<file path="src/rtl/mux_5to1.sv">
// Registered 5-input word mux; a non-zero s2 overrides s1 as the select.
// Optional MUX5TO1_SELERR_EN: out-of-range select holds f and flags sel_err.
module mux_5to1 #(
  parameter int WIDTH = 16
) (
  input  logic             clk,
  input  logic             rst,
  input  logic [WIDTH-1:0] a0,
  input  logic [WIDTH-1:0] a1,
  input  logic [WIDTH-1:0] a2,
  input  logic [WIDTH-1:0] a3,
  input  logic [WIDTH-1:0] a4,
  input  logic [2:0]       s1,
  input  logic [2:0]       s2,
  output logic [WIDTH-1:0] f,
  output logic             sel_err
);

  logic [4:0][WIDTH-1:0] a_vec;
  logic [2:0]            sel;
  logic                  sel_oor;
  logic [WIDTH-1:0]      a_sel;

  assign a_vec   = {a4, a3, a2, a1, a0};
  assign sel     = (s2 != 3'b000) ? s2 : s1;
  assign sel_oor = (sel > 3'd4);

  always_comb begin
    a_sel = '0;
    if (!sel_oor) a_sel = a_vec[sel];
  end

`ifdef MUX5TO1_SELERR_EN
  always_ff @(posedge clk) begin
    if (rst) begin
      f       <= '0;
      sel_err <= 1'b0;
    end else begin
      // out-of-range select keeps the last good word
      if (!sel_oor) f <= a_sel;
      sel_err <= sel_oor;
    end
  end
`else
  always_ff @(posedge clk) begin
    if (rst) f <= '0;
    else     f <= a_sel;
  end

  assign sel_err = 1'b0;
`endif

endmodule

</file>
<file path="config.mk">
export PLATFORM = sky130hd
export DESIGN_NAME = mux_5to1
export DESIGN_NICKNAME = d
export VERILOG_FILES = /design/src/rtl/mux_5to1.sv
export SDC_FILE = /design/constraint.sdc
export NUM_CORES = 1
export LEC_CHECK = 0
export ABC_AREA = 0
export ABC_CLOCK_PERIOD_IN_PS = 1800
export CAP_MARGIN = 20
export CORE_ASPECT_RATIO = 1.4
export CORE_MARGIN = 2
export CORE_UTILIZATION = 32
export CTS_BUF_LIST = sky130_fd_sc_hd__clkbuf_4 sky130_fd_sc_hd__clkbuf_8 sky130_fd_sc_hd__clkbuf_16
export CTS_CLUSTER_SIZE = 20
export DETAILED_ROUTE_END_ITERATION = 7
export PLACE_DENSITY = 0.8
export SETUP_SLACK_MARGIN = 0.4
export SLEW_MARGIN = 20
export SYNTH_ARGS = -nofsm -noshare
export SYNTH_HDL_FRONTEND = slang
export SYNTH_SLANG_ARGS = --single-unit
</file>
<file path="constraint.sdc">
create_clock -name clk -period 1.8 [get_ports clk]
set_clock_uncertainty 0.15 [all_clocks]
set_input_delay 0.27 -clock clk [delete_from_list [all_inputs] [get_ports clk]]
set_output_delay 0.27 -clock clk [all_outputs]
set_load 0.01 [all_outputs]
</file>
==> results of run 1 <==
## layout by cell type, fill, tap and decap left out
cell type        Yosys  routed
nor2_2               0       5
inv_2                0       1
a211oi_4             0       6
o21a_1               1       1
clkdlybuf4s15_1      0       1
nor3b_1             32       6
nor4_1              14       5
dlygate4sd2_1        0      16
nor4_4               0       3
clkdlybuf4s50_1      0      81
conb_1               1       1
nor3b_4              1       4
a211oi_2             2      21
buf_12               0       6
nor3b_2              0      23
mux2i_1              1       1
nor2_4               0       1
o21bai_2             1       1
o311ai_4             1       1
o21ai_4              1       2
clkbuf_8             0       3
buf_8                2       3
o21bai_4             0       1
buf_2                6       1
nand2_1              2       1
a21oi_4              0       1
bufbuf_16            0       1
nor4_2               1       7
nor2_1              20      14
a21oi_1              2       2
dfxtp_1             16      16
buf_6                1      15
a211oi_1            28       3
o22a_1               1       1
nand2_2              0       1
or2_4                1       4
buf_16               0       2
buf_4                3      12
clkdlybuf4s15_2      0       1
## path summary, 6_finish.rpt
kind	from	endpoint	slack [ns]	cells past startpoint
worst max-delay path	s2[1]	f[7]	0.32	8
worst min-delay path	a4[4]	f[4]	0.48	3
## layer usage
| metal | GRT usage | vias up |
|---|---|---|
| met5 | 0 | - |
| met4 | 0.145 | 0 |
| met3 | 0.0633 | 22 |
| met2 | 0.555 | 150 |
| met1 | 0.326 | 912 |
| li1 | - | 824 |
## repair_timing
| action | in CTS | in global routing |
|---|---|---|
| setup endpoints to repair | 32 | 16 |
| resized for setup | 114 | 38 |
| buffers inserted | 17 | 1 |
| pin swaps | 26 | 10 |
| gates cloned | 7 | 0 |
## power breakdown
part,switching (mW),total (mW),internal (mW)
combinational,0.295,0.706,0.410
sequential,0.00699,0.386,0.379
clock,0.137,0.286,0.149
## synth_stat cells (all sizes together)
cell,instances
a211oi,30
a21oi,3
buf,12
clkbuf,3
conb,1
dfxtp,16
inv,1
mux2i,1
nand2,2
nor2,20
nor3b,33
nor4,15
o21a,1
o21ai,2
o21bai,2
o22a,1
o311ai,1
or2,1
## cell type report
| class | count | area [um2] | share of cell area |
|---|---|---|---|
| Clock buffer | 3 | 41.3 | 0.0130 |
| Inverter | 1 | 3.75 | 0.00118 |
| Multi-Input combinational cell | 116 | 1280 | 0.402 |
| Timing Repair Buffer | 139 | 1490 | 0.467 |
| Sequential cell | 16 | 320 | 0.100 |
| Tap cell | 42 | 52.6 | 0.0165 |
## stage by stage
stage | util | worst slack, ns
after detailed placement | 0.643 | -0.254
after CTS | 0.812 | 0.397
after floorplan | - | 0.398
after global routing | 0.867 | 0.244
final | 0.867 | 0.317
after global placement | 0.643 | -0.192
## logic make-up after synthesis
| family | count (synthesis) |
|---|---|
| and+or+nand+nor | 71 |
| AOI/OAI and AO/OA | 40 |
| muxes | 1 |
| DFF | 16 |
| other | 1 |
| buffers and inverters | 16 |
==> impl_metrics.json, run 1 <==
{
  "critical_path.most_common_cell": "buf_6",
  "critPathLaunchType": "input pin",
  "grt_overflow": 0,
  "cts_buffers": 3,
  "yosysWarningCount": 0,
  "die_h_um": 77.4,
  "cpPeakStageDelay_ns": 0.30,
  "fin_crit_sh": 0.824,
  "grt_first_pass_wirelength_um": 10200,
  "power_density_mw_per_mm2": 432,
  "design_area_mm2": 0.00319,
  "core_area_mm2": 0.00368,
  "drive_above_1_share": 0.458,
  "regMostFlops": "f",
  "crit_chain": "buf_6 > buf_6 > buf_6 > o21ai_4 > o311ai_4 > buf_4 > buf_12 > nor4_1",
  "dr_wl_met3_um": 660,
  "cp.required_ns": 1.80,
  "setup_viol": 0,
  "grt_antenna_before_repair": 0,
  "postRouteAntennaNets": 0,
  "slew_viol_final": 0,
  "synth-compound-area-share": 0.274,
  "synth_area_mm2": 0.00123,
  "dieArea_mm2": 0.00436,
  "fill_cells": 168,
  "synth_fa_ha_area_frac": 0,
  "syn_nets": 233,
  "holdWs_ns": 0.477,
  "synth_top_cell_area_share": 0.260,
  "leakage_nw": 1.17,
  "hold_buffers": 0,
  "status": "finished clean",
  "drt-wirelength-per-cell_um": 23.3,
  "grt_max_degree": 23,
  "min_path_type": "input pin to flip-flop",
  "final.setup.tns_ns": 0,
  "wl_met2_um": 4060,
  "synth_xor_area_frac": 0,
  "synth_top_family_by_area": "simple AND/OR/NAND/NOR gates",
  "fp.dieW_um": 56.4,
  "vias_per_cell": 6.02,
  "top_layer": "met4",
  "critical-path-slowest-cell": "nor4_1",
  "clkSlewWorstSetupHoldPaths_ns": 0.07,
  "track_usage": 0.304,
  "yosysSeqAreaShare": 0.260,
  "std_cell_rows": 26,
  "synth_top_area_cell": "dfxtp_1",
  "hold_viol": 0,
  "dpl_cell_area_mm2": 0.00236,
  "htreeDepth": 1,
  "nets": 365,
  "cts_tree": "built",
  "areaGrowthSynthToFinish_pct": 159,
  "crit_family": "buffers and inverters",
  "hpwlAfterDp_um": 3520,
  "cap_violations": 0,
  "grt_pass1_vias": 1993,
  "worstSetupPathType": "input pin to flip-flop",
  "synth.area.top_cells": "dfxtp_1 26%, nor3b_1 20%, a211oi_1 17%, nor4_1 7.1%, nor2_1 6.1%",
  "critical_path_buf_inv_count": 5,
  "critPathCaptureType": "flip-flop",
  "drc": 0,
  "arrival_ns": 1.48,
  "rsz0062_at_grt": "yes",
  "synthMuxAreaShare": 0.00814,
  "clock.fmax_mhz": 674,
  "io_buffers": 103,
  "clockBufferDepth": 2,
  "instances_no_fill": 317,
  "initial_core_util": 0.335,
  "drt_iter0_markers": 149,
  "cts.sinks": 16,
  "synth-seq-cells": 16,
  "drt_pre_antenna_iters": 4,
  "wl_met1_um": 2410,
  "peakVddDrop_mv": 0.502,
  "syn_area_per_cell_um2": 8.48,
  "period_minus_slack_ns": 1.48,
  "largest_reg_flops": 16,
  "largest_registers": "f x16",
  "synthCells": 145,
  "antennaDiodeCount": 0,
  "io_pins": 105,
  "dp.cells": 289,
  "vias": 1908,
  "gp_congestion": 0.742,
  "cts-root-buf": "clkbuf_8",
  "synth-simple-area-share": 0.366,
  "synth.distinct_cells": 27,
  "totalWireLength_um": 7370,
  "cp_max_fo": 8,
  "power_mw": 1.38
}
(Power assumes the default switching activity.)
==> inputs of run 2 (changes only) <==
- ABC_CLOCK_PERIOD_IN_PS: 1800 -> 1500
- clock period: 1.8 -> 1.5 ns (I/O delays scaled with it)
==> impl_metrics.json, run 2 (synthesis gave the netlist of run 1 again) <==
{
  "dieArea_mm2": 0.00436,
  "drt_pre_antenna_iters": 4,
  "hpwlAfterDp_um": 3850,
  "crit_chain": "clkdlybuf4s50_1 > nor3b_1 > a211oi_2 > nor4_1",
  "areaGrowthSynthToFinish_pct": 143,
  "antennaDiodeCount": 0,
  "vias_per_cell": 5.63,
  "dp.cells": 295,
  "drt-wirelength-per-cell_um": 19.6,
  "fin_util": 0.811,
  "initial_core_util": 0.335,
  "io_pins": 105,
  "cts_tree": "built",
  "nets": 359,
  "grt_overflow": 0,
  "period_minus_slack_ns": 1.37,
  "clkSlewWorstSetupHoldPaths_ns": 0.07,
  "dpl_cell_area_mm2": 0.00258,
  "fill_cells": 241,
  "largest_reg_flops": 16,
  "final.setup.tns_ns": 0,
  "die_h_um": 77.4,
  "track_usage": 0.276,
  "cp_max_fo": 1,
  "rsz0062_at_grt": "yes",
  "power_density_mw_per_mm2": 554,
  "grt_pass1_vias": 1911,
  "crit_family": "simple AND/OR/NAND/NOR gates",
  "htreeDepth": 1,
  "cts-root-buf": "clkbuf_8",
  "seqCellArea_um2": 324,
  "std_cell_rows": 26,
  "cp.depth": 4,
  "postRouteAntennaNets": 0,
  "hold_viol": 0,
  "fin_crit_sh": 0.917,
  "cpPeakStageDelay_ns": 0.48,
  "instances_no_fill": 312,
  "totalWireLength_um": 6110,
  "clock.fmax_mhz": 727,
  "vias": 1756,
  "peakVddDrop_mv": 0.452,
  "critical_path_buf_inv_count": 1,
  "critPathLaunchType": "input pin",
  "arrival_ns": 1.38,
  "multi_input_area_mm2": 0.00118,
  "cap_violations": 0,
  "cp.required_ns": 1.50,
  "regMostFlops": "f",
  "gp_congestion": 0.866,
  "min_path_type": "input pin to flip-flop",
  "clockBufferDepth": 2,
  "setup_viol": 0,
  "final_cell_mix": "81 x clkdlybuf4s50_1, 21 x a211oi_2, 18 x nor2_1, 18 x nor3b_1",
  "worstSetupPathType": "input pin to flip-flop",
  "design_area_mm2": 0.00298,
  "critPathCaptureType": "flip-flop",
  "drc": 0,
  "io_buffers": 103,
  "cts.sinks": 16,
  "status": "finished clean",
  "grt_antenna_before_repair": 0,
  "largest_registers": "f x16",
  "drt_iter0_markers": 43,
  "grt_max_degree": 20,
  "grt_first_pass_wirelength_um": 9360,
  "drive_above_1_share": 0.463,
  "slew_viol_final": 0,
  "cts_buffers": 3,
  "critical-path-slowest-cell": "clkdlybuf4s50_1",
  "crit_start": "a1[14]",
  "mostFrequentLayoutCell": "clkdlybuf4s50_1",
  "worstSetupEndpoint": "f[14]",
  "fp.dieW_um": 56.4,
  "core_area_mm2": 0.00368,
  "leakage_nw": 1.08
}
## run 2: timing repair
action	CTS	global route
setup endpoints to repair	32	19
pin swaps	19	6
hold buffers	0	0
setup buffers	11	0
gates cloned	1	1
resized for setup	133	17
## run 2: area by class of cell
type | instances | share of cell area
Timing Repair Buffer | 136 | 0.457
Inverter | 1 | 0.00126
Tap cell | 42 | 0.0176
Clock buffer | 4 | 0.0185
Multi-Input combinational cell | 113 | 0.397
Sequential cell | 16 | 0.109
## run 2: layer usage
layer	vias up	routed length, um	GRT usage
li1	801	-	-
met1	827	2160	0.298
met2	102	3350	0.519
met3	26	343	0.0283
met4	0	260	0.140
met5	-	0	0
## run 2: metrics by stage
stage	hold WS (ns)	total power [mW]	setup WS [ns]
final	0.212	1.65	0.125
after global routing	0.241	1.71	0.124
after CTS	0.220	1.59	0.189
after detailed placement	0.687	1.12	-0.586
after global placement	0.673	1.11	-0.510
after floorplan	0.258	0.741	0.182
## run 2: worst min-delay path: cells and delay by family
kind	cells	cell delay, ns
AOI/OAI and AO/OA	2	0.17
and+or+nand+nor	2	0.10
buffers and inverters	1	0.09
## run 2: worst min path at each step
| stage | startpoint | end | slack [ns] | depth (start not counted) |
|---|---|---|---|---|
| after floorplan | a4[0] | f[0] | 0.26 | 2 |
| after global placement | a4[2] | f[2] | 0.67 | 3 |
| after detailed placement | a4[2] | f[2] | 0.69 | 3 |
| after CTS | s2[1] | f[5] | 0.22 | 5 |
| after global routing | s2[1] | f[5] | 0.24 | 5 |
| final | s2[1] | f[5] | 0.21 | 5 |
## run 2: where the power goes
part | total [mW] | switching (mW) | internal [mW] | leakage [nW]
registers | 0.464 | 0.00753 | 0.456 | 0.133
logic | 0.780 | 0.322 | 0.458 | 0.916
clock network | 0.408 | 0.175 | 0.234 | 0.0288
total | 1.65 | 0.504 | 1.15 | 1.08
